### src/rtl/pc_fetch_ctrl_if.sv
// Fetch-controller bus: pc register, instruction memory, decode hand-off and control.
// master = the fetch controller, slave = the surrounding datapath/memory/decode.
interface pc_fetch_ctrl_if #(
    parameter int COUNT_W = 32
);
    logic [31:0]        pc_out;
    logic               pc_write;
    logic [31:0]        pc_in;
    logic               imem_req;
    logic [31:0]        imem_addr;
    logic               imem_ready;
    logic [31:0]        imem_rdata;
    logic               instr_valid;
    logic [31:0]        instr_data;
    logic [31:0]        instr_pc;
    logic               dec_ready;
    logic               redirect_valid;
    logic [31:0]        redirect_target;
    logic               halt_req;
    logic               resume;
    logic               misalign_trap;
    logic [COUNT_W-1:0] instr_count;

    modport master (
        input  pc_out, imem_ready, imem_rdata, dec_ready,
               redirect_valid, redirect_target, halt_req, resume,
        output pc_write, pc_in, imem_req, imem_addr, instr_valid,
               instr_data, instr_pc, misalign_trap, instr_count
    );

    modport slave (
        output pc_out, imem_ready, imem_rdata, dec_ready,
               redirect_valid, redirect_target, halt_req, resume,
        input  pc_write, pc_in, imem_req, imem_addr, instr_valid,
               instr_data, instr_pc, misalign_trap, instr_count
    );
endinterface

### src/rtl/pc_fetch_ctrl.sv
// PC fetch sequencer: fetch (>=1 cycle, stalls on imem_ready) then hold for decode (stalls on dec_ready).
// PC updates only in BOOT and on the decode handshake; 2 cycles/instr at best.
module pc_fetch_ctrl #(
    parameter logic [31:0] RESET_VECTOR = 32'h0000_0000,
    parameter logic [31:0] TRAP_VECTOR  = 32'h0000_0080,
    parameter int          COUNT_W      = 32
) (
    input  logic              clk,
    input  logic              rst,
    pc_fetch_ctrl_if.master   io_bus
);

    typedef enum logic [1:0] {
        S_BOOT     = 2'd0,
        S_FETCH    = 2'd1,
        S_WAIT_DEC = 2'd2,
        S_HALTED   = 2'd3
    } state_t;

    state_t               r_state;
    logic                 r_imem_req;
    logic                 r_instr_valid;
    logic [31:0]          r_instr_data;
    logic [31:0]          r_instr_pc;
    logic                 r_misalign_trap;
    logic [COUNT_W-1:0]   r_instr_count;

    logic                 w_handshake;
    logic                 w_misaligned;
    logic [31:0]          w_next_pc;

    assign w_handshake  = (r_state == S_WAIT_DEC) && io_bus.dec_ready;
    assign w_misaligned = io_bus.redirect_valid && (io_bus.redirect_target[1:0] != 2'b00);

    always_comb begin
        w_next_pc = io_bus.pc_out + 32'd4;
        if (io_bus.redirect_valid) begin
            w_next_pc = w_misaligned ? TRAP_VECTOR : io_bus.redirect_target;
        end
    end

    always_ff @(posedge clk or posedge rst) begin
        if (rst) begin
            r_state         <= S_BOOT;
            r_imem_req      <= 1'b0;
            r_instr_valid   <= 1'b0;
            r_instr_data    <= 32'h0;
            r_instr_pc      <= 32'h0;
            r_misalign_trap <= 1'b0;
            r_instr_count   <= '0;
        end else begin
            r_misalign_trap <= 1'b0;
            case (r_state)
                S_BOOT: begin
                    r_state    <= S_FETCH;
                    r_imem_req <= 1'b1;
                end
                S_FETCH: begin
                    if (io_bus.imem_ready) begin
                        r_instr_data  <= io_bus.imem_rdata;
                        r_instr_pc    <= io_bus.pc_out;
                        r_imem_req    <= 1'b0;
                        r_instr_valid <= 1'b1;
                        r_state       <= S_WAIT_DEC;
                    end
                end
                S_WAIT_DEC: begin
                    if (io_bus.dec_ready) begin
                        r_instr_count   <= r_instr_count + 1'b1;
                        r_misalign_trap <= w_misaligned;
                        r_instr_valid   <= 1'b0;
                        // halt wins over any resume seen on the same cycle
                        r_imem_req      <= !io_bus.halt_req;
                        r_state         <= io_bus.halt_req ? S_HALTED : S_FETCH;
                    end
                end
                S_HALTED: begin
                    if (io_bus.resume) begin
                        r_imem_req <= 1'b1;
                        r_state    <= S_FETCH;
                    end
                end
                default: begin
                    r_imem_req    <= 1'b0;
                    r_instr_valid <= 1'b0;
                    r_state       <= S_BOOT;
                end
            endcase
        end
    end

    // BOOT is also the reset state, so its pc load is masked while rst is held.
    assign io_bus.pc_write      = ((r_state == S_BOOT) && !rst) || w_handshake;
    assign io_bus.pc_in         = w_handshake ? w_next_pc : RESET_VECTOR;
    assign io_bus.imem_req      = r_imem_req;
    assign io_bus.imem_addr     = io_bus.pc_out;
    assign io_bus.instr_valid   = r_instr_valid;
    assign io_bus.instr_data    = r_instr_data;
    assign io_bus.instr_pc      = r_instr_pc;
    assign io_bus.misalign_trap = r_misalign_trap;
    assign io_bus.instr_count   = r_instr_count;

endmodule

### src/flat_wrapper.sv
// flat-port wrapper written by rule: the top's interface ports become plain ports
module pc_fetch_ctrl_flat 
#(
    parameter logic [31:0] RESET_VECTOR = 32'h0000_0000,
    parameter logic [31:0] TRAP_VECTOR  = 32'h0000_0080,
    parameter int          COUNT_W      = 32
)
  (clk, rst, io_bus_pc_out, io_bus_imem_ready, io_bus_imem_rdata, io_bus_dec_ready, io_bus_redirect_valid, io_bus_redirect_target, io_bus_halt_req, io_bus_resume, io_bus_pc_write, io_bus_pc_in, io_bus_imem_req, io_bus_imem_addr, io_bus_instr_valid, io_bus_instr_data, io_bus_instr_pc, io_bus_misalign_trap, io_bus_instr_count);
  pc_fetch_ctrl_if #(.COUNT_W(COUNT_W)) io_bus_i ();
  input  logic clk;
  input  logic rst;
  input wire logic [$bits(io_bus_i.pc_out)-1:0] io_bus_pc_out;
  input wire logic [$bits(io_bus_i.imem_ready)-1:0] io_bus_imem_ready;
  input wire logic [$bits(io_bus_i.imem_rdata)-1:0] io_bus_imem_rdata;
  input wire logic [$bits(io_bus_i.dec_ready)-1:0] io_bus_dec_ready;
  input wire logic [$bits(io_bus_i.redirect_valid)-1:0] io_bus_redirect_valid;
  input wire logic [$bits(io_bus_i.redirect_target)-1:0] io_bus_redirect_target;
  input wire logic [$bits(io_bus_i.halt_req)-1:0] io_bus_halt_req;
  input wire logic [$bits(io_bus_i.resume)-1:0] io_bus_resume;
  output wire logic [$bits(io_bus_i.pc_write)-1:0] io_bus_pc_write;
  output wire logic [$bits(io_bus_i.pc_in)-1:0] io_bus_pc_in;
  output wire logic [$bits(io_bus_i.imem_req)-1:0] io_bus_imem_req;
  output wire logic [$bits(io_bus_i.imem_addr)-1:0] io_bus_imem_addr;
  output wire logic [$bits(io_bus_i.instr_valid)-1:0] io_bus_instr_valid;
  output wire logic [$bits(io_bus_i.instr_data)-1:0] io_bus_instr_data;
  output wire logic [$bits(io_bus_i.instr_pc)-1:0] io_bus_instr_pc;
  output wire logic [$bits(io_bus_i.misalign_trap)-1:0] io_bus_misalign_trap;
  output wire logic [$bits(io_bus_i.instr_count)-1:0] io_bus_instr_count;
  assign io_bus_i.pc_out = io_bus_pc_out;
  assign io_bus_i.imem_ready = io_bus_imem_ready;
  assign io_bus_i.imem_rdata = io_bus_imem_rdata;
  assign io_bus_i.dec_ready = io_bus_dec_ready;
  assign io_bus_i.redirect_valid = io_bus_redirect_valid;
  assign io_bus_i.redirect_target = io_bus_redirect_target;
  assign io_bus_i.halt_req = io_bus_halt_req;
  assign io_bus_i.resume = io_bus_resume;
  assign io_bus_pc_write = io_bus_i.pc_write;
  assign io_bus_pc_in = io_bus_i.pc_in;
  assign io_bus_imem_req = io_bus_i.imem_req;
  assign io_bus_imem_addr = io_bus_i.imem_addr;
  assign io_bus_instr_valid = io_bus_i.instr_valid;
  assign io_bus_instr_data = io_bus_i.instr_data;
  assign io_bus_instr_pc = io_bus_i.instr_pc;
  assign io_bus_misalign_trap = io_bus_i.misalign_trap;
  assign io_bus_instr_count = io_bus_i.instr_count;
  pc_fetch_ctrl #(.RESET_VECTOR(RESET_VECTOR), .TRAP_VECTOR(TRAP_VECTOR), .COUNT_W(COUNT_W)) u_core (.clk(clk), .rst(rst), .io_bus(io_bus_i));
endmodule
### config.mk
export PLATFORM = sky130hd
export DESIGN_NAME = pc_fetch_ctrl_flat
export DESIGN_NICKNAME = d
export VERILOG_FILES = /design/src/rtl/pc_fetch_ctrl_if.sv /design/src/rtl/pc_fetch_ctrl.sv /design/src/flat_wrapper.sv
export SDC_FILE = /design/constraint.sdc
export NUM_CORES = 1
export LEC_CHECK = 0
export ABC_AREA = 1
export CAP_MARGIN = 10
export CORE_ASPECT_RATIO = 2
export CORE_UTILIZATION = 42
export DETAILED_ROUTE_END_ITERATION = 12
export PLACE_DENSITY = 0.87
export SETUP_SLACK_MARGIN = 0.2
export SLEW_MARGIN = 20
export SYNTH_ARGS = -nofsm -noshare
export SYNTH_HDL_FRONTEND = slang
export SYNTH_SLANG_ARGS = --single-unit
### constraint.sdc
create_clock -name clk -period 4.4 [get_ports clk]
set_input_delay 0.88 -clock clk [delete_from_list [all_inputs] [get_ports clk]]
set_output_delay 0.88 -clock clk [all_outputs]
set_load 0.01 [all_outputs]
==> results.txt, run 1 <==
Root Driver = clkbuf_16
io pins = 267
die height = 168.6 um
Syn-to-layout area delta = 50.33%
Post-Route WL = 18.38 mm
CP Cell Sequence = clkdlybuf4s50_1, ha_1, nand2_1, nor2_2, nand2_2, nor2_2, nand3_1, nand3_1, nand2_1, inv_1, clkdlybuf4s50_1
Fmax = 0.2440 GHz
drt wl/cell = 16.54 um
GRT overflow = 0
clock sink total = 101
Syn Nets = 828
register area = 2527 um2
Crit path buffers/inverters = 3
number of flops mapped to enable cells by yosys = 0
Clock Path Buffers = 2
hold buffer count at cts = 0
Unique masters post-synth = 32
H-tree depth = 3
vias in the first global route = 5650
Nets = 1061
Worst Setup Path Type = in -> out
area of the multi-input gates = 2726 um2
Least-Margin Pin Slew = 0.9642 ns
leak pwr = 3.989 nW
Crit Path Max Fanout = 7
pwr/cell area = 457.2 nW/um2
initial antenna violation count = 0
RSZ-0062 raised after global routing = true
ant diodes = 0
Avg Cell Area, Syn = 8.104 um2
Final Cycle Share = 93.15%
first-pass GRT wire length = 28.43 mm
layout cell share with drive strength beyond 1 = 9.937%
DR vias/cell = 5.074
Synth Register Bits = 101
RD Place Congestion = 0.9620
clk_lat worst skew = 0.34 ns
crit-path leading delay family = buffers and inverters
Post-Route Setup TNS = 0 ns
Util after Layout = 64.82%
TritonCTS clock tree = built
Mapped Cells = 719
delay of the slowest critical-path stage = 0.56 ns
fill cell count = 1165
cell area after layout = 8760 um2
Req. time, crit path = 3.52 ns
Core Area = 13510 um2
WP data arrival = 3.22 ns
Num CTS Buffers = 9
row cnt = 60
critical path's slowest cell = clkdlybuf4s50_1
Die W = 85.29 um
1st-pass router iterations = 4
outcome = complete, no violations
Seq/Total Area, Yosys = 43.38%
Die Area = 14380 um2
Antenna Nets Post-Route = 0
Starting Density = 43.12%
IR drop worst, VDD = 0.2077 mV
dpl cell area = 8428 um2
initial detailed-routing violation count = 223
largest net degree at the start of global routing = 89
final slew viol count = 0
post-route minimum period = 4.099 ns
CP startpoint kind = input port
Fin Clk Skew = 0.008975 ns
number of remaining DRC errors = 0
post-synthesis cell area = 5827 um2
Async SR Flop Fraction = 100.0%
setup violators final = 0
Overall Global Routing Usage = 25.55%
max-cap viol count = 0
port bufs = 266
Top FF cell, synth = dfrtp_1
relative max-transition margin = 35.72%
Fin. Hold Viols = 0
Worst Hold Class = reg -> reg
yosys warns = 0
Clock transition at path regs = 0.06 ns
Crit. End Element = output pin
DPL Wire Length = 14.64 mm
vias = 5637
[synth_stat cells (all sizes together), types with 4 or more instances]
cell / n / share of area, %
a21oi: 20 / 1.7
buf: 42 / 5.0
clkbuf: 7 / 0.45
dfrtp: 101 / 43
ha: 6 / 1.3
inv: 72 / 4.6
mux2: 40 / 7.7
nand2: 167 / 11
nand3: 33 / 3.0
nand3b: 4 / 0.52
nand4: 9 / 0.97
nor2: 114 / 8.9
nor3: 13 / 1.6
o21ai: 58 / 5.0
xnor2: 10 / 1.5
xor2: 15 / 2.3
[tightest hold or removal path: stages (launching register included)]
cell and delay [ns]:
dfrtp_1 0.35, nand2_1 0.05, o21ai_0 0.05
[cell type report]
cell class | count | area share, %
tap | 155 | 2.214
sequential | 101 | 28.85
timing repair buffer | 271 | 30.97
clock inverter | 5 | 0.9427
inverter | 73 | 3.171
clock buffer | 10 | 2.728
multi-input combinational | 496 | 31.12
[repair_timing]
item                       4_1_cts  5_1_grt
gates resized for setup          0        3
setup buffers                    0        0
setup endpoints to repair        0        4
[sequential cells by signal (all words and copies together), names as in the netlist]
register                     flops
u_core.io_bus.instr_pc          32
u_core.r_state                   2
u_core.io_bus.instr_valid        1
u_core.io_bus.instr_count       32
u_core.io_bus.misalign_trap      1
u_core.io_bus.instr_data        32
u_core.io_bus.imem_req           1
[per-stage QoR]
step | instances | hold WS (ns) | total power, mW | setup WS [ns]
floorplan | 719 | 0.5162 | 2.177 | 0.2439
global placement | 1096 | 0.4655 | 3.116 | 0.3739
detailed placement | 1096 | 0.4719 | 3.176 | 0.3301
CTS | 1111 | 0.4883 | 4.049 | 0.3151
global route | 1111 | 0.5060 | 4.213 | 0.1902
finish | 1111 | 0.4847 | 4.005 | 0.3012
[cell families after synthesis]
logic type,after synthesis,share of synthesized area [%]
AOI/OAI and AO/OA,81,7.086
xor gates and xnor gates,25,3.758
DFF,101,43.38
muxes,40,7.730
and+or+nand+nor,344,26.63
buffers and inverters,122,10.14
adders and majority gates,6,1.288
[power breakdown]
| part | total [mW] | internal, mW | switching, mW |
|---|---|---|---|
| clock network | 0.862 | 0.514 | 0.348 |
| registers | 1.44 | 1.26 | 0.186 |
| logic | 1.70 | 0.963 | 0.739 |
[worst paths after layout]
check | from | endpoint | slack (ns) | cells past startpoint
max in group asynchronous | rst | u_core.io_bus.instr_pc[11] | 2.11 | 4
max reg2reg | u_core.r_state[1] | u_core.io_bus.instr_data[16] | 2.40 | 4
max | io_bus_pc_out[3] | io_bus_pc_in[20] | 0.30 | 11
min | u_core.io_bus.instr_pc[28] | u_core.io_bus.instr_pc[28] | 0.48 | 2
min in group asynchronous | rst | u_core.io_bus.instr_data[14] | 1.07 | 3
min reg2reg | u_core.io_bus.instr_pc[28] | u_core.io_bus.instr_pc[28] | 0.48 | 2
[placed cells by master (no fill, tap or decap), types with 2 or more instances in the layout]
cell type and count:
clkbuf_16 9, nand3_2 2, ha_1 6, nor3_1 10, clkdlybuf4s50_1 266, buf_4 4
nor2_8 2, inv_1 68, nand3_1 31, or2_2 2, xnor2_1 10, and2_1 2
nor2_4 7, inv_6 2, o21a_1 2, nand2_4 3, dfrtp_1 101, mux2_2 40
nor2_2 6, nand2_1 159, xor2_1 15, nand2_2 5, a21oi_1 20, nor3_4 2
nand3b_1 4, inv_2 3, bufinv_16 2, clkinv_2 2, nand4_1 9, nor2_1 99
o21ai_0 58
[layer usage]
layer  track usage (%)  share of wire [%]  vias up
li1                  -                  -     2734
met4             13.55                4.7        0
met3             2.925                4.5       54
met2             49.72                 57      229
met1             25.88                 34     2620
met5                 0                  0        -
Note: power is estimated with default switching activity, not from simulation.
==> run 2: changes to the inputs <==
SLEW_MARGIN = 0   (was 20)
TNS_END_PERCENT = 20   (was default)
==> run 2 against run 1 <==
  * Critical path depth stayed put
  * Count of clock-buffer cells in the layout stayed put
  * Sequential share of layout area hardly changed
==> results.txt, run 2 (synthesis results as in run 1) <==
outcome = complete, no violations
clock group share of total power = 21.5%
port bufs = 266
initial detailed-routing violation count = 209
final slew viol count = 0
delay of the slowest critical-path stage = 0.56 ns
CP Cell Sequence = clkdlybuf4s50_1, ha_1, nand2_1, nor2_2, nand2_2, nor2_2, nand3_1, nand3_1, nand2_1, inv_1, clkdlybuf4s50_1
1st-pass router iterations = 4
layout cell share with drive strength beyond 1 = 9.833%
CP startpoint kind = input port
Post-Route Setup TNS = 0 ns
Fin Clk Skew = 0.008928 ns
DPL Wire Length = 14.64 mm
Flop pwr share = 36.0%
pwr/cell area = 457.5 nW/um2
max-cap viol count = 0
largest net degree at the start of global routing = 89
Core Area = 13510 um2
ant diodes = 0
initial antenna violation count = 0
die height = 168.6 um
setup violators final = 0
Fmax = 0.2450 GHz
combinational fraction of design power = 42.5%
hold buffer count at cts = 0
Antenna Nets Post-Route = 0
Die W = 85.29 um
Post-Route WL = 18.43 mm
vias = 5608
Clock Path Buffers = 2
Final Cycle Share = 92.76%
M1 GR Usage = 25.88%
register area = 2527 um2
Placed Cells = 1096
clock sink total = 101
Root Driver = clkbuf_16
most frequent cells in the layout = clkdlybuf4s50_1, nand2_1, dfrtp_1
first-pass GRT wire length = 28.43 mm
Nets = 1061
RD Place Congestion = 0.9620
Post-Layout Cell Count = 1111
met2 Use GR = 49.72%
met3 usage = 2.925%
drt wl/cell = 16.59 um
TritonCTS clock tree = built
Req. time, crit path = 3.52 ns
H-tree depth = 3
Least-Margin Pin Slew = 0.9691 ns
Fin. Hold Viols = 0
row cnt = 60
clk_lat worst skew = 0.34 ns
critical path's slowest cell = clkdlybuf4s50_1
DR vias/cell = 5.048
leak pwr = 3.989 nW
internal power = 2.733 mW
Sw Ratio = 31.75%
Overall Global Routing Usage = 25.55%
relative max-transition margin = 35.39%
Num CTS Buffers = 9
Worst Hold Class = reg -> reg
fill cell count = 1165
dpl cell area = 8428 um2
WP data arrival = 3.20 ns
number of remaining DRC errors = 0
Util after Layout = 64.77%
Crit. End Element = output pin
io pins = 267
Worst Setup Path Type = in -> out
Crit Path Max Fanout = 7
layer with the highest usage = met2
cell area after layout = 8752 um2
commonest non-fill, non-tap cell in the layout = clkdlybuf4s50_1
Starting Density = 43.12%
Die Area = 14380 um2
Net Sw Power = 1.271 mW
area of the multi-input gates = 2719 um2
vias in the first global route = 5650
Syn-to-layout area delta = 50.20%
RSZ-0062 raised after global routing = true
Clock transition at path regs = 0.06 ns
post-route minimum period = 4.082 ns
IR drop worst, VDD = 0.2077 mV
GRT overflow = 0
-- run 2: cell counts in the layout (fill, tap and decap cells not counted) --
No cell type changed its count.
-- run 2: timing repair --
action | CTS | global route
setup buffers | 0 | 0
hold endpoints to repair | 0 | 0
setup endpoints to repair | 0 | 4
gates resized for setup | 0 | 1
-- run 2: path summary, 6_finish.rpt --
check	cells past startpoint	slack [ns]	endpoint	from
setup reg to reg	4	2.40	u_core.io_bus.instr_data[16]	u_core.r_state[1]
setup / recovery	11	0.32	io_bus_pc_in[20]	io_bus_pc_out[3]
hold reg to reg	2	0.48	u_core.io_bus.instr_pc[28]	u_core.io_bus.instr_pc[28]
hold / removal	2	0.48	u_core.io_bus.instr_pc[28]	u_core.io_bus.instr_pc[28]
min in group asynchronous	3	1.07	u_core.io_bus.instr_data[14]	rst
max in group asynchronous	4	2.11	u_core.io_bus.instr_pc[11]	rst
-- run 2: metrics by stage --
stage	worst slack [ns]	hold WS, ns	power [mW]
finish	0.3184	0.4847	4.004
global route	0.1721	0.5060	4.213
CTS	0.3151	0.4883	4.049
detailed placement	0.3301	0.4719	3.176
global placement	0.3739	0.4655	3.116
floorplan	0.2439	0.5162	2.177
-- run 2: area by class of cell --
type | instances | area share [%]
multi-input combinational | 496 | 31.07
timing repair buffer | 271 | 30.99
sequential | 101 | 28.88
inverter | 73 | 3.174
clock buffer | 10 | 2.731
tap | 155 | 2.216
clock inverter | 5 | 0.9435
-- run 2: routing by layer --
layer / wire [um] / share of wire, % / vias to the layer above
met5: 0 / 0 / -
met4: 842 / 4.6 / 0
met3: 784 / 4.3 / 52
met2: 10510 / 57 / 223
met1: 6292 / 34 / 2598
li1: - / - / 2735
-- run 2: power groups by stage --
| stage | Clock (mW) | Sequential, mW | Combinational [mW] |
|---|---|---|---|
| 3_3_place_gp | 0 | 1.43 | 1.69 |
| 5_1_grt | 0.909 | 1.48 | 1.83 |
| 3_5_place_dp | 0 | 1.46 | 1.72 |
| 6_report | 0.860 | 1.44 | 1.70 |
| 4_1_cts | 0.884 | 1.44 | 1.72 |
| 2_1_floorplan | 0 | 1.59 | 0.589 |
-- run 2: critical path: cells and delay by family --
family	cells	cell delay [ns]
buffers and inverters	3	1.15
AND/OR/NAND/NOR	7	0.96
adder cells (fa/ha/maj)	1	0.20
